File: src/rtl/pc_sequencer.sv
`default_nettype none
// ============================================================================
//  Module      : pc_sequencer
//  Description : Program-counter sequencer. Fetches one instruction word over
//                a req/ack memory handshake, presents it to the datapath with
//                a one-cycle valid pulse, then selects the next PC when the
//                datapath signals completion. A misaligned target (bit 1 set)
//                parks the sequencer in a sticky error state until reset.
//  Revision    : 1.0 - initial release
// ============================================================================
module pc_sequencer #(
  parameter logic [31:0] RESET_PC      = 32'h0000_0000,
  // Value loaded into the retired-instruction counter on reset.
  parameter logic [31:0] INSTRET_RESET = 32'h0000_0000
) (
  input  logic        clk,
  input  logic        rst_n,
  output logic        imem_req,
  output logic [31:0] imem_addr,
  input  logic        imem_ack,
  input  logic [31:0] imem_rdata,
  input  logic        stall,
  output logic [31:0] instr,
  output logic        instr_valid,
  input  logic        exec_done,
  input  logic [1:0]  branch_ctrl,
  input  logic [31:0] pc_imm,
  input  logic [31:0] alu_out,
  output logic [31:0] pc,
  output logic [31:0] pc_plus4,
  output logic [31:0] instret,
  output logic        misalign_err
);

  typedef enum logic [1:0] {
    ST_BOOT  = 2'd0,
    ST_FETCH = 2'd1,
    ST_EXEC  = 2'd2,
    ST_ERROR = 2'd3
  } state_t;

  localparam logic [1:0]  C_BR_ALU   = 2'b00;
  localparam logic [1:0]  C_BR_IMM   = 2'b01;
  localparam logic [31:0] C_LSB_MASK = 32'hFFFF_FFFE;

  state_t      state_q;
  logic        req_q;
  logic [31:0] addr_q;
  logic [31:0] instr_q;
  logic        valid_q;
  logic [31:0] pc_q;
  logic [31:0] instret_q;
  logic        err_q;
  logic [31:0] next_pc_d;

  assign pc_plus4 = pc_q + 32'd4;

  // Next-PC selection; register-indirect targets have bit 0 forced low.
  always_comb begin
    next_pc_d = pc_plus4;
    case (branch_ctrl)
      C_BR_ALU: next_pc_d = alu_out & C_LSB_MASK;
      C_BR_IMM: next_pc_d = pc_imm;
      default:  next_pc_d = pc_plus4;
    endcase
  end

  // Sequencer FSM with all outputs registered.
  always_ff @(posedge clk or negedge rst_n) begin
    if (!rst_n) begin
      state_q   <= ST_BOOT;
      req_q     <= 1'b0;
      addr_q    <= 32'h0000_0000;
      instr_q   <= 32'h0000_0000;
      valid_q   <= 1'b0;
      pc_q      <= RESET_PC;
      instret_q <= INSTRET_RESET;
      err_q     <= 1'b0;
    end else begin
      case (state_q)
        ST_BOOT: begin
          state_q <= ST_FETCH;
        end
        ST_FETCH: begin
          if (!req_q) begin
            // New request only when not stalled; ack is meaningless here.
            if (!stall) begin
              req_q  <= 1'b1;
              addr_q <= pc_q;
            end
          end else if (imem_ack) begin
            // Outstanding request completes regardless of stall.
            instr_q <= imem_rdata;
            req_q   <= 1'b0;
            valid_q <= 1'b1;
            state_q <= ST_EXEC;
          end
        end
        ST_EXEC: begin
          valid_q <= 1'b0;
          // exec_done is not trusted during the cycle the word is first shown.
          if (!valid_q && exec_done) begin
            if (next_pc_d[1]) begin
              err_q   <= 1'b1;
              state_q <= ST_ERROR;
            end else begin
              pc_q      <= next_pc_d;
              instret_q <= instret_q + 32'd1;
              state_q   <= ST_FETCH;
            end
          end
        end
        ST_ERROR: begin
          req_q   <= 1'b0;
          valid_q <= 1'b0;
        end
        default: begin
          state_q <= ST_ERROR;
        end
      endcase
    end
  end

  assign imem_req     = req_q;
  assign imem_addr    = addr_q;
  assign instr        = instr_q;
  assign instr_valid  = valid_q;
  assign pc           = pc_q;
  assign instret      = instret_q;
  assign misalign_err = err_q;

endmodule
`default_nettype wire

File: config.mk
export PLATFORM = sky130hd
export DESIGN_NAME = pc_sequencer
export DESIGN_NICKNAME = d
export VERILOG_FILES = /design/src/rtl/pc_sequencer.sv
export SDC_FILE = /design/constraint.sdc
export NUM_CORES = 1
export LEC_CHECK = 0
export ABC_AREA = 1
export CAP_MARGIN = 15
export CORE_MARGIN = 1
export CORE_UTILIZATION = 45
export DETAILED_ROUTE_END_ITERATION = 10
export PLACE_DENSITY = 0.81
export SYNTH_ARGS = -nofsm -noshare
export SYNTH_HDL_FRONTEND = slang
export SYNTH_SLANG_ARGS = --single-unit
File: constraint.sdc
create_clock -name clk -period 2.1 [get_ports clk]
set_input_delay 0.42 -clock clk [delete_from_list [all_inputs] [get_ports clk]]
set_output_delay 0.42 -clock clk [all_outputs]
set_load 0.1 [all_outputs]
## Yosys cells after proc, flatten, opt, wreduce, memory -nomap -nowiden

Cells that the tools add are included.

| word-level totals | value |
|---|---|
| input port bits | 103 |
| output and inout bits | 163 |
| logic and storage cells | 47 |
| flip-flop bits (word level) | 131 |

| operators by class | value |
|---|---|
| reduce and logical (&&, ||, !) cells | 14 |
| add/subtract/negate cells | 2 |
| bitwise logic cells | 3 |
| eq/ne operators | 7 |
| muxes and demuxes | 13 |

Operators with widths:

| kind | number |
|---|---|
| $pmux W32 S2 | 1 |
| $add A32 B1 Y32 const B | 1 |
| $add A32 B3 Y32 const B | 1 |
| $reduce_and A3 Y1 | 5 |
| $mux W2 | 4 |
| $ne A2 B2 Y1 const B | 3 |
| $pmux W2 S3 | 1 |
| $mux W1 | 5 |
| $eq A2 B1 Y1 const B | 2 |
| $eq A2 B2 Y1 const B | 2 |
| $logic_not A2 Y1 | 2 |
| $pmux W1 S2 | 2 |
| $reduce_and A4 Y1 | 1 |
| $reduce_bool A2 Y1 | 2 |
| $not A1 Y1 | 3 |
| $reduce_bool A3 Y1 | 1 |
| $reduce_or A2 Y1 | 1 |
| $logic_and A1 B1 Y1 | 1 |
| $logic_not A1 Y1 | 1 |

## Logic depth before layout (Yosys ltp)

Gate-level depths: netlist of run 1.

| logic depth | value |
|---|---|
| word-level depth | 5 |
| gate-level depth with buffers | 11 |
| depth with buffers taken out | 10 |

## Worst setup path before layout of run 1

Ideal clock, no wire load.

| path | value |
|---|---|
| kind | register to output |
| from | register pc_q[2], in the netlist pc[2] |
| to | output pc_plus4[9] |
| arrival time | 3.586 ns |
| cell stages (with the launch flop) | 5 |
| path buffers | 0 |
| setup slack | -1.906 ns |
| data required time | 1.680 ns |
| cells stage by stage | dfrtp_1 inv_1 nor2_4 nand2_4 xor2_1 |

| between the ends | value |
|---|---|
| cells in the longest elaborated chain, start to end | 1 |

Ends and longest elaborated chain:

| element | line | source |
|---|---|---|
| from (decl) | 51 | `logic [31:0] pc_q;` |
| from (signal assigned) | 107 | `pc_q <= next_pc_d;` |
| $add A32 B3 Y32 | 56 | `assign pc_plus4 = pc_q + 32'd4;` |
| to (decl) | 30 | `output logic [31:0] pc_plus4,` |

No other way between the ends.

## Worst setup path in the final report of run 1

| path | value |
|---|---|
| from | register pc_q[27], in the netlist pc[27] |
| to | output pc_plus4[30] |

Same word-level chain as after synthesis.

==> results of run 1 <==
[per-stage QoR]
step           worst slack (ns)  TNS, ns  hold slack, ns  cells
2_1_floorplan            -0.753   -21.30           0.124    936
3_3_place_gp            -0.0359   -0.215           0.387   1415
3_5_place_dp            -0.0858    -1.01           0.385   1415
4_1_cts                  -0.380    -7.74           0.476   1473
5_1_grt                  -0.578   -11.69           0.498   1487
6_report                 -0.587    -9.77           0.472   1489
[path summary, 6_finish.rpt]
check,endpoint
min,instr[17]
max reg2reg,pc[21]
min in group asynchronous,imem_addr[6]
min reg2reg,instr[17]
max,pc_plus4[30]
max in group asynchronous,instret[16]
[cell usage after synthesis, drive strengths merged]
cell type / n / area [sq um]
a21oi: 24 / 120
a22o: 25 / 219
a22oi: 5 / 37.5
a31oi: 1 / 6.26
a41oi: 3 / 26.3
and2: 11 / 68.8
buf: 17 / 92.6
clkbuf: 18 / 67.6
conb: 1 / 3.75
dfrtp: 131 / 3280
ha: 5 / 62.6
inv: 65 / 244
mux2: 12 / 135
nand2: 358 / 1370
nand3: 35 / 180
nand3b: 7 / 52.6
nand4: 7 / 43.8
nor2: 128 / 581
nor2b: 1 / 6.26
nor3: 17 / 95.1
nor4: 1 / 6.26
o21ai: 29 / 149
o21bai: 1 / 7.51
o31ai: 1 / 7.51
xnor2: 4 / 35.0
xor2: 27 / 282
[layout make-up]
| cell class | instances | share of cell area, % |
|---|---|---|
| multi-input combinational | 705 | 33.3 |
| timing repair buffer | 343 | 28.8 |
| sequential | 131 | 27.8 |
| clock buffer | 18 | 3.68 |
| tap | 211 | 2.21 |
| clock inverter | 14 | 2.09 |
| inverter | 65 | 2.08 |
| antenna | 2 | 0.0420 |
[state kept, by name (all words and copies together) (netlist names)]
register / cells
instr: 32
instret: 32
imem_addr: 31
pc: 31
state_q: 2
imem_req: 1
instr_valid: 1
misalign_err: 1
[cells by family after synthesis]
| kind of cell | Yosys count |
|---|---|
| simple gates | 565 |
| flops | 131 |
| buf+inv | 100 |
| compound gates | 89 |
| xor+xnor | 31 |
| mux | 12 |
| fa+ha+maj | 5 |
| other cells | 1 |
[layer usage]
| layer | vias to the layer above | global-route usage (%) | wire length (um) |
|---|---|---|---|
| met5 | - | 0 | 0 |
| met4 | 0 | 12.4 | 1020 |
| met3 | 92 | 7.55 | 2420 |
| met2 | 459 | 52.3 | 12800 |
| met1 | 3656 | 35.7 | 9780 |
| li1 | 3615 | - | - |
[worst register-to-register path: cells and delay by family, from the launching register on]
kind,cells,cell delay [ns]
compound gates,1,0.13
buf+inv,11,1.10
flops,1,0.44
simple gates,6,0.77
[cells in the final DEF (no fill, tap or decap), drive strengths merged]
master         synthesis  final
clkinv                 0      3
o31ai                  1      1
nor2                 128    128
a22oi                  5      5
clkinvlp               0      2
nor2b                  1      1
a22o                  25     25
xor2                  27     27
xnor2                  4      4
dfrtp                131    131
bufinv                 0      6
inv                   65     68
a21oi                 24     24
and2                  11     11
o21bai                 1      1
nor4                   1      1
nand2                358    358
clkbuf                18     18
conb                   1      3
nand3b                 7      7
clkdlybuf4s50          0    100
o21ai                 29     29
a31oi                  1      1
buf                   17    242
diode                  0      2
a41oi                  3      3
nand3                 35     35
ha                     5      5
dlygate4sd3            0      1
nand4                  7      7
nor3                  17     17
mux2                  12     12
[timing repair]
action                                 in CTS  in global routing
setup buffers                              26                 15
setup endpoints to repair                  27                 28
hold buffers                                1                  0
pin swaps                                  15                 27
resized for setup                          20                 27
endpoints found under the hold margin      42                  0
==> run metrics, run 1 <==
port bufs=between 200 and 300; Slew Viols, Final=0; Area after DPL=between 10000 and 15000 sq um; post-layout util=between 70 and 80%; WL per Instance=between 15 and 20 um; Core Area=roughly 15000 sq um; share of layout cells above drive strength 1=around a third; post-synthesis sequential area ratio=a little under half; Setup crit start=pc[27]; # fillers=1042; Worst-path clk slew=0.06 ns; initial antenna violation count=1; Initial Util=a little under half; mux cell area share after synthesis=under 10%; vias in the first global route=approximately 7400; crit-path max FO=6; H-tree Lvls=4; Critical Path RT=approximately 1.7 ns; unrepaired setup endpoints after global routing=yes; cell area after synthesis=~7200 sq um; placement row count=45; Slowest-stage cell, CP=dfrtp_1; setup ws final=-0.587 ns; Post-Synth XOR/XNOR Area=4.41%; largest family of logic cells by synthesized area=simple AND/OR/NAND/NOR gates; multi-input logic area=roughly 4000 sq um; Crit. End Element=output pin; CTS Buffer Depth=2; Via density=roughly 5.3; r2r worst-path depth=18; Worst Hold Class=reg2reg; Final Routed Wirelength=26.0 mm; DRT antenna net count=0; Routability Congestion=just over 0.9; Max Fclk=approximately 370 MHz; critical-path cell list=nand2_1, nor2_1, nand2_1, nor2_1, nand3_1, and2_4, buf_12; clock tree root buffer cell=clkbuf_16; Clock Sinks=between 100 and 150; clk_lat worst skew=0.42 ns; worst hold stages=2; relative slew slack=59.4%; CP startpoint kind=register; pin count of the biggest net entering global routing=51; Final Cycle Share=128%; Worst Hold Launch=instr[17]; largest stage delay on the critical path=about 0.53 ns; post-synthesis simple-gate area fraction=~34%; CP bufs+invs=1; die extent in x=about 130 um; syn avg cell area=between 7 and 8 sq um; reg2reg setup slack=-0.41 ns; I/O pin total=between 200 and 300; Remaining DRCs=0; CTS buffer count=17; overall routing resource usage=a little under a third; delay-heaviest family, CP=simple AND/OR/NAND/NOR gates; failing checks=setup timing; status=complete, but fails checks; Yosys Warn Count=0; Yosys cell types=37; Yosys reg bits=between 100 and 150; Iteration-0 DRC Markers=659; Detailed Routing Iterations Pass 1=5; RR Startpoint=pc[2]; via count=roughly 7800; final setup skew=roughly 0.011 ns; global-route wire length before repair=roughly 38 mm; grt ovf=0; Crit Path Class=reg2out; Post-DP HPWL=between 15 and 20 mm; WP depth=7; design area=about 12000 sq um; crit path time final=2.69 ns; post-synthesis cell count=just over 900; crit path DAT=roughly 2.3 ns; # setup viols final=29; Synth Area in Compound Gates=~8.0%; Adder-Cell Fraction of Synth Area=less than 1%; fin nets=between 1000 and 1500; Die Ht=roughly 130 um; Final Hold Viols=0; max-cap violation count=0; register area=around 3300 sq um; Die Footprint=between 15000 and 20000 sq um; Slew @ Worst Pin=approximately 0.60 ns; CTS tree=yes; Layout Area Growth over Synthesis=66.1%
Power of run 1 is not shown: default switching activity piles up to over one toggle a cycle in this logic, so the estimate is an artifact.
==> inputs of run 2 (changes only) <==
Settings changed: CAP_MARGIN 15 to default, SETUP_SLACK_MARGIN from default to 0.4.
==> run 2 against run 1 <==
Effect of this change:
- the run still ends with setup timing left
- cell count rose by 2.0%
- via count rose by 4.4%
- clock-buffer cell count did not move
- critical path depth rose by 1
- clock skew fell by 0.0036 ns
- register-to-register slack improved by 0.06 ns
- non-clock buffer count rose by 29
- routed wire length rose by 7.8%
==> run metrics, run 2 (synthesized netlist as in run 1, its figures left out) <==
CP startpoint kind=register; crit path time final=2.58 ns (-0.104 ns); crit-path max FO=5 (-1); max-cap violation count=0 (unchanged); Initial Util=46.7% (unchanged); Routability Congestion=0.903 (-3.4%); CTS tree=yes; H-tree Lvls=4 (unchanged); overall routing resource usage=31.5% (+1.4 points); fin nets=1401 (+2.2%); clk_lat worst skew=0.43 ns (about the same); Slew Viols, Final=0 (unchanged); # fillers=948 (-9.0%); Final Cycle Share=123% (-5.0 points); unrepaired setup endpoints after global routing=yes; die extent in x=128 um (unchanged); Via density=5.37 (+2.3%); Worst Hold Class=in2async; Iteration-0 DRC Markers=724 (+9.9%); RR Startpoint=pc[2]; final setup skew=0.00704 ns (-0.00358 ns); DRT antenna net count=0 (unchanged); crit path DAT=2.16 ns (-0.11 ns); Critical Path RT=1.68 ns (about the same); Layout Area Growth over Synthesis=73.0%; Core Area=15400 sq um (unchanged); Worst R2R End=pc[21]; Remaining DRCs=0 (unchanged); setup ws final=-0.483 ns (+0.104 ns); pin count of the biggest net entering global routing=45 (-12%); port bufs=261 (unchanged); Crit Path Class=reg2out; via count=8164 (+4.4%); Worst-path clk slew=0.06 ns (about the same); share of layout cells above drive strength 1=38.1% (+6.2 points); Post-DP HPWL=18.3 mm (+6.4%); global-route wire length before repair=39.5 mm (+4.2%); Die Footprint=16500 sq um (unchanged); Final Hold Viols=0 (unchanged); failing checks=setup timing; Final Routed Wirelength=28.1 mm (+7.8%); r2r worst-path depth=18 (unchanged); initial antenna violation count=3 (+2); clock tree root buffer cell=clkbuf_16; Crit. End Element=output pin; Clock Sinks=131 (unchanged); Cell Count, Final, Fillers Out=1519 (+2.0%); CTS buffer count=17 (unchanged); Die Ht=128 um (unchanged); Max Fclk=387 MHz (+4.0%); commonest non-fill, non-tap cell in the layout=nand2_1; reg2reg setup slack=-0.35 ns (+0.06 ns); Detailed Routing Iterations Pass 1=5 (unchanged); CTS Buffer Depth=2 (unchanged); most frequent cells in the layout=nand2_1 (320), buf_4 (179), nor2_1 (106), clkdlybuf4s50_1 (99), dfrtp_1 (74); status=complete, but fails checks; # setup viols final=30 (+3.4%); I/O pin total=266 (unchanged); placement row count=45 (unchanged); WL per Instance=18.5 um (+5.7%); grt ovf=0 (unchanged); vias in the first global route=7737 (+5.2%); Placed Cells=1424 (+0.64%)
-- run 2: repair_timing --
action | in CTS | in global routing
setup buffers | 35 | 24
endpoints found under the setup margin | 43 | 115
pin swaps | 21 | 34
cloned | 0 | 1
endpoints found under the hold margin | 22 | 0
resized for setup | 32 | 110
hold buffers | 1 | 0
-- run 2: critical path: stages (launching register included) --
cell	delay [ns]
dfrtp_2	0.43
nand2_1	0.16
nor2_2	0.24
nand2_4	0.14
nor2_4	0.22
nand2_1	0.11
nand2_1	0.10
and2_4	0.16
buf_12	0.17
-- run 2: cell type report --
cell class	count	area (sq um)	area share [%]
Tap cell	211	264	2.13
Clock buffer	18	429	3.46
Timing Repair Buffer	372	3760	30.3
Sequential cell	131	3390	27.3
Timing Repair inverter	1	5.00	0.0403
Inverter	65	251	2.02
Multi-Input combinational cell	705	4180	33.7
Clock inverter	14	134	1.08
Antenna cell	2	5.00	0.0403
-- run 2: routing by layer --
layer	up-vias	wire [um]	track usage, %	share of wire (%)
li1	3685	-	-	-
met1	3853	10300	35.8	37
met2	480	13800	54.2	49
met3	144	2210	8.51	7.9
met4	2	1750	17.0	6.3
met5	-	16	0	0.057
-- run 2: worst max path at each step --
stage	cells after the start	slack, ns	from	end
global route	8	-0.55	pc[8]	pc_plus4[28]
CTS	10	-0.39	pc[2]	pc_plus4[25]
floorplan	5	-0.75	pc[2]	pc_plus4[15]
finish	8	-0.48	pc[8]	pc_plus4[28]
detailed placement	9	-0.04	branch_ctrl[1]	pc[12]
global placement	9	-0.005	branch_ctrl[1]	pc[12]
-- run 2: stage by stage --
step / instance area (sq um) / hold WS [ns] / worst slack (ns) / TNS, ns / utilization [%]
after floorplan: 7650 / 0.124 / -0.752 / -21.29 / -
after global placement: 10800 / 0.363 / -0.00507 / -0.00544 / 70.4
after detailed placement: 10800 / 0.365 / -0.0396 / -0.124 / 70.4
after CTS: 11800 / 0.463 / -0.386 / -8.99 / 76.8
after global routing: 12400 / 0.487 / -0.552 / -13.15 / 80.8
final: 12400 / 0.467 / -0.483 / -11.24 / 80.8
Power of run 2 is left out for the same reason.
